### src/rtl/param_sched_pkg.sv
// rtl/param_sched_pkg.sv - shared types and reset defaults for the parameter update scheduler
package param_sched_pkg;

  typedef enum logic [1:0] {
    IDLE  = 2'd0,
    APPLY = 2'd1,
    DONE  = 2'd2
  } sched_state_e;

  typedef enum int {
    TAU     = 0,
    LTP     = 1,
    LTD     = 2,
    P_DELTA = 3,
    CLK_DIV = 4
  } param_idx_e;

  localparam int MAX_NREG = 8;

  localparam logic [31:0] RESET_DEFAULTS [MAX_NREG] = '{
    32'h3cf5c28f, 32'h0, 32'h0, 32'h0,
    32'h0,        32'h0, 32'h0, 32'h0
  };

  // Registers beyond the table default to zero.
  function automatic logic [31:0] reset_default(input int idx);
    logic [31:0] v;
    v = '0;
    for (int i = 0; i < MAX_NREG; i++) begin
      if (i == idx) v = RESET_DEFAULTS[i];
    end
    return v;
  endfunction

endpackage

### src/rtl/param_sched_fifo.sv
// rtl/param_sched_fifo.sv - synchronous FIFO of {addr, data} parameter writes
module param_sched_fifo #(
  parameter int AW    = 3,
  parameter int DEPTH = 4
) (
  input  logic                     clk_i,
  input  logic                     reset_n_i,
  input  logic                     push_i,
  input  logic [AW-1:0]            push_addr_i,
  input  logic [31:0]              push_data_i,
  input  logic                     pop_i,
  output logic [AW-1:0]            pop_addr_o,
  output logic [31:0]              pop_data_o,
  output logic                     full_o,
  output logic                     empty_o,
  output logic [$clog2(DEPTH):0]   count_o
);

  localparam int PW = $clog2(DEPTH);
  localparam int CW = PW + 1;

  logic [AW+31:0] mem_q [DEPTH];
  logic [PW-1:0]  wr_ptr_q, rd_ptr_q;
  logic [CW-1:0]  count_q;
  logic           push_ok, pop_ok;

  // Full/empty come from the registered count, so a same-cycle pop never frees a slot.
  assign full_o  = (count_q == CW'(DEPTH));
  assign empty_o = (count_q == '0);
  assign push_ok = push_i && !full_o;
  assign pop_ok  = pop_i && !empty_o;
  assign count_o = count_q;
  assign {pop_addr_o, pop_data_o} = mem_q[rd_ptr_q];

  always_ff @(posedge clk_i) begin
    if (push_ok) mem_q[wr_ptr_q] <= {push_addr_i, push_data_i};
  end

  always_ff @(posedge clk_i) begin
    if (!reset_n_i) begin
      wr_ptr_q <= '0;
      rd_ptr_q <= '0;
      count_q  <= '0;
    end else begin
      if (push_ok) wr_ptr_q <= wr_ptr_q + PW'(1);
      if (pop_ok)  rd_ptr_q <= rd_ptr_q + PW'(1);
      count_q <= count_q + CW'(push_ok) - CW'(pop_ok);
    end
  end

endmodule

### src/rtl/param_update_scheduler.sv
// rtl/param_update_scheduler.sv - queues host parameter writes and commits them as a batch on sim_tick
module param_update_scheduler
  import param_sched_pkg::*;
#(
  parameter int NREG  = 8,
  parameter int AW    = 3,
  parameter int DEPTH = 4
) (
  input  logic                     clk,
  input  logic                     reset_n,
  input  logic                     wr_strobe,
  input  logic [AW-1:0]            wr_addr,
  input  logic [31:0]              wr_data,
  output logic                     wr_ready,
  input  logic                     sim_tick,
  input  logic                     hold,
  output logic [NREG*32-1:0]       regs_out,
  output logic                     update_done,
  output logic [$clog2(DEPTH):0]   pending,
  output logic                     overflow
);

  localparam int CW = $clog2(DEPTH) + 1;

  sched_state_e  state_q, state_d;
  logic [CW-1:0] batch_q, batch_d;
  logic          update_done_q;
  logic          overflow_q;
  logic          pop;

  logic [AW-1:0] fifo_addr;
  logic [31:0]   fifo_data;
  logic          fifo_full, fifo_empty;
  logic [CW-1:0] fifo_count;

  param_sched_fifo #(
    .AW    (AW),
    .DEPTH (DEPTH)
  ) u_fifo (
    .clk_i       (clk),
    .reset_n_i   (reset_n),
    .push_i      (wr_strobe),
    .push_addr_i (wr_addr),
    .push_data_i (wr_data),
    .pop_i       (pop),
    .pop_addr_o  (fifo_addr),
    .pop_data_o  (fifo_data),
    .full_o      (fifo_full),
    .empty_o     (fifo_empty),
    .count_o     (fifo_count)
  );

  always_ff @(posedge clk) begin
    if (!reset_n) begin
      state_q       <= IDLE;
      batch_q       <= '0;
      update_done_q <= 1'b0;
      overflow_q    <= 1'b0;
    end else begin
      state_q       <= state_d;
      batch_q       <= batch_d;
      update_done_q <= (state_d == DONE);
      overflow_q    <= overflow_q | (wr_strobe & fifo_full);
    end
  end

  // The batch size is frozen at the tick, so later pushes wait for the next step.
  always_comb begin
    state_d = state_q;
    batch_d = batch_q;
    case (state_q)
      IDLE: begin
        if (sim_tick && !hold && !fifo_empty) begin
          state_d = APPLY;
          batch_d = fifo_count;
        end
      end
      APPLY: begin
        batch_d = batch_q - CW'(1);
        if (batch_q <= CW'(1)) state_d = DONE;
      end
      DONE:    state_d = IDLE;
      default: state_d = IDLE;
    endcase
  end

  always_comb begin
    pop = (state_q == APPLY) && !fifo_empty;
  end

  // Out-of-range addresses match no register and are simply dropped on pop.
  for (genvar gi = 0; gi < NREG; gi++) begin : g_reg
    logic [31:0] reg_q;
    always_ff @(posedge clk) begin
      if (!reset_n) begin
        reg_q <= reset_default(gi);
      end else if (pop && (fifo_addr == AW'(gi))) begin
        reg_q <= fifo_data;
      end
    end
    assign regs_out[32*gi +: 32] = reg_q;
  end

  assign wr_ready    = !fifo_full;
  assign update_done = update_done_q;
  assign pending     = fifo_count;
  assign overflow    = overflow_q;

endmodule

### config.mk
export PLATFORM = sky130hd
export DESIGN_NAME = param_update_scheduler
export DESIGN_NICKNAME = d
export VERILOG_FILES = /design/src/rtl/param_sched_pkg.sv /design/src/rtl/param_sched_fifo.sv /design/src/rtl/param_update_scheduler.sv
export SDC_FILE = /design/constraint.sdc
export NUM_CORES = 1
export LEC_CHECK = 0
export BUFFER_PORTS_ARGS = -buffer_cell sky130_fd_sc_hd__buf_4
export CAP_MARGIN = 20
export CELL_PAD_IN_SITES_DETAIL_PLACEMENT = 1
export CELL_PAD_IN_SITES_GLOBAL_PLACEMENT = 2
export CORE_ASPECT_RATIO = 0.7
export CORE_MARGIN = 4
export CORE_UTILIZATION = 37
export CTS_CLUSTER_DIAMETER = 60
export DETAILED_ROUTE_END_ITERATION = 8
export GPL_TIMING_DRIVEN = 0
export PLACE_DENSITY = 0.83
export SETUP_SLACK_MARGIN = 0.4
export SLEW_MARGIN = 10
export SYNTH_ARGS = -nofsm -noshare
export SYNTH_HDL_FRONTEND = slang
export SYNTH_SLANG_ARGS = --single-unit
### constraint.sdc
create_clock -name clk -period 3.34 [get_ports clk]
set_input_delay 0.334 -clock clk [delete_from_list [all_inputs] [get_ports clk]]
set_output_delay 0.334 -clock clk [all_outputs]
set_load 0.02 [all_outputs]
==> run_results.csv <==
group,metric,value,unit
run_status,outcome,"finished clean",
detailed_routing,dr.pass1.iters,5,
layout,fin_nets,1602,
power_and_ir_drop,switchingPower,2.95,mW
timing,slew_headroom,0.438,
synthesis,ys_ff_latch,412,
clocking,path_clk_slew,0.06,ns
synthesis,yosysMostFrequentCell,"nand2_1",
placed_design,io_buffers,300,
placed_design,dp_hpwl,34.9,mm
critical_path,path_class,"flip-flop to flip-flop",
detailed_routing,drtAntennaViolNets,0,
synthesis,synth_ff_type,"dfxtp_1",
timing,fin_hold_ws,0.0941,ns
detailed_routing,vias,10500,
layout,multi_input_area,5000,um^2
power_and_ir_drop,power_frac_comb,0.124,
clocking,worstSkewPairLatency,0.54,ns
layout,register_area,9650,um^2
detailed_routing,wl_per_cell,22.8,um
critical_path,reg2reg_slack,0.73,ns
hold_path,min_path_cells,3,
timing,fmax,383,MHz
timing,fin_worst_skew,0.0188,ns
power_and_ir_drop,power_switching_share,0.256,
power_and_ir_drop,vdd_drop_max,0.340,mV
floorplanning,die_h,177,um
synthesis,synthTopCellsByCount,"nand2_1, dfxtp_1, mux2i_1",
timing,slew_viol_final,0,
critical_path,r2r_cells,7,
clocking,cts_tree,"built",
synthesis,yosysTopAreaCellShare,0.361,
floorplanning,die_area,44100,um^2
layout,fin_util,0.494,
timing,hold_viol,0,
clocking,htreeDepth,2,
detailed_routing,wl,48.2,mm
global_routing,grt_first_pass_wirelength,70.8,mm
layout,layout-drive-gt1-share,0.278,
layout,n_fill_cell,4184,
critical_path,worstPathRequired,3.72,ns
synthesis,synth_nets,1218,
placed_design,post-place-ws,0.512,ns
clocking,cts_root_buf,"clkbuf_16",
floorplanning,start_util,0.377,
global_routing,grt_usage,0.212,
floorplanning,core,40000,um^2
hold_path,hp-class,"input port to flip-flop",
placed_design,dpl_cell_area,18100,um^2
timing,setup_viol,0,
synthesis,synth-edff-count,140,
synthesis,synthDistinctLibCells,38,
timing,tightest_slew,0.843,ns
layout,fin_area,19800,um^2
synthesis,avgSynthCellArea,12.9,um^2
floorplanning,num_rows,61,
power_and_ir_drop,p_int,8.57,mW
timing,min_period_over_period,0.783,
timing,fin_ws,0.726,ns
clocking,cts_setup_buffers,0,
hold_path,min_to,"overflow",
synthesis,synth_cells,1169,
synthesis,ys_seq_area_frac,0.640,
critical_path,rr_endpoint,"g_reg[1].reg_q[8]",
timing,rsz0062_at_grt,"false",
synthesis,yosys.area.top_type,"dfxtp_1",
clocking,cts_buffer_depth,3,
global_routing,grt_antenna_before_repair,2,
power_and_ir_drop,power.density,583,nW/um^2
placed_design,gp_congestion,0.768,
critical_path,critPathMaxFanout,10,
floorplanning,io_pins,302,
synthesis,async_flop_share,0,
global_routing,overflow,0,
detailed_routing,first_iter_violations,592,
critical_path,worstSetupStartpointType,"flip-flop",
synthesis,synthesis.area,15100,um^2
job,drv_cap,0,
detailed_routing,vias_per_cell,4.95,
clocking,cts_made_buffers,43,
placed_design,dp_cells,2008,
global_routing,grt_max_degree,23,
layout,finalNonFillerCells,2117,
timing,finalCriticalPeriod,2.61,ns
synthesis,yosys_warnings,0,
power_and_ir_drop,pwr-share-clk,0.395,
power_and_ir_drop,p_leak,8.17,nW
global_routing,grt_pass1_vias,11100,
synthesis,ys_top_cells_by_area,"dfxtp_1, edfxtp_1, mux2i_1",
power_and_ir_drop,power_frac_seq,0.481,
critical_path,crit_arrival,3.00,ns
hold_path,min_from,"wr_strobe",
floorplanning,die_w,249,um
power_and_ir_drop,power,11.5,mW
detailed_routing,drc,0,
clocking,cts_sinks,412,
critical_path,endpoint_kind,"flip-flop",
timing,setup_tns,0,ns
layout,syn2layout_area_growth,31.0,%
[area by class of cell]
cell class,count,share of cell area
antenna,2,0.000253
buffer,79,0.0205
clock buffer,64,0.0623
clock inverter,8,0.00386
inverter,9,0.00171
multi-input combinational,669,0.253
sequential,412,0.489
tap,535,0.0339
timing repair buffer,339,0.136
[routing by layer]
layer,GRT usage,up-vias,share of wire
met2,0.352,269,0.47
met5,0,-,0.00015
met4,0.0564,2,0.025
met1,0.289,5296,0.46
li1,-,4850,-
met3,0.0379,63,0.045
[worst max-delay path by stage]
stage,end
2_1_floorplan,u_fifo.count_o[2]
3_3_place_gp,u_fifo.mem_q[1][26]
3_5_place_dp,u_fifo.count_o[2]
4_1_cts,u_fifo.count_o[2]
5_1_grt,g_reg[1].reg_q[5]
6_report,g_reg[1].reg_q[8]
[power groups by stage]
| stage | Sequential (mW) | Combinational, mW | Clock [mW] |
|---|---|---|---|
| floorplan | 5.70 | 0.737 | 0 |
| global placement | 5.64 | 1.33 | 0 |
| detailed placement | 5.65 | 1.40 | 0 |
| CTS | 5.54 | 1.44 | 4.66 |
| global route | 5.56 | 1.54 | 4.88 |
| finish | 5.54 | 1.42 | 4.55 |
[kinds of logic (layout without fill, tap and decap cells)]
logic type                 count (synthesis)  count (layout)  share of synthesized area
AOI/OAI and AO/OA                         30              30                     0.0118
xor gates and xnor gates                   5               5                    0.00290
adders and majority gates                  9               9                    0.00797
buffers and inverters                     88             499                     0.0290
DFF                                      412             412                      0.640
muxes                                    274             274                      0.211
other                                      0               2                          0
and+or+nand+nor                          351             351                     0.0974
[worst max-delay path, cell delays in order (launching register included)]
cell and delay, ns:
dfxtp_1 0.32, buf_6 0.16, mux4_2 0.59, nor3_1 0.43, nand3b_1 0.14, clkbuf_1 0.31, buf_2 0.34, mux2i_1 0.16
[timing repair]
item                                    in CTS  in global routing
endpoints found under the hold margin      140                  0
hold buffers                                35                  0
resized for setup                            0                  1
endpoints found under the setup margin       0                  9
[flip-flops by register name, summed over array words and instances (netlist names), named ones only]
name and cells:
g.reg_q 256, batch_q 3, update_done 1, u_fifo.mem_q 140, u_fifo.wr_ptr_q 2, overflow 1
u_fifo.rd_ptr_q 2, u_fifo.count_o 3, state_q 2
[cells in the final DEF, fill, tap and decap left out, types with 4 or more instances in the layout]
| master | instances |
|---|---|
| o21ai_0 | 22 |
| buf_4 | 301 |
| dlygate4sd3_1 | 35 |
| nor2_1 | 5 |
| ha_1 | 8 |
| clkbuf_16 | 43 |
| and3_1 | 4 |
| buf_2 | 26 |
| mux2i_1 | 239 |
| xnor2_1 | 4 |
| inv_1 | 9 |
| nand3_1 | 39 |
| and2_1 | 7 |
| nand2_1 | 275 |
| clkbuf_8 | 7 |
| and2_2 | 4 |
| dfxtp_1 | 272 |
| clkbuf_1 | 58 |
| mux4_2 | 35 |
| buf_12 | 7 |
| edfxtp_1 | 140 |
Note: power is estimated with default switching activity, not from simulation.
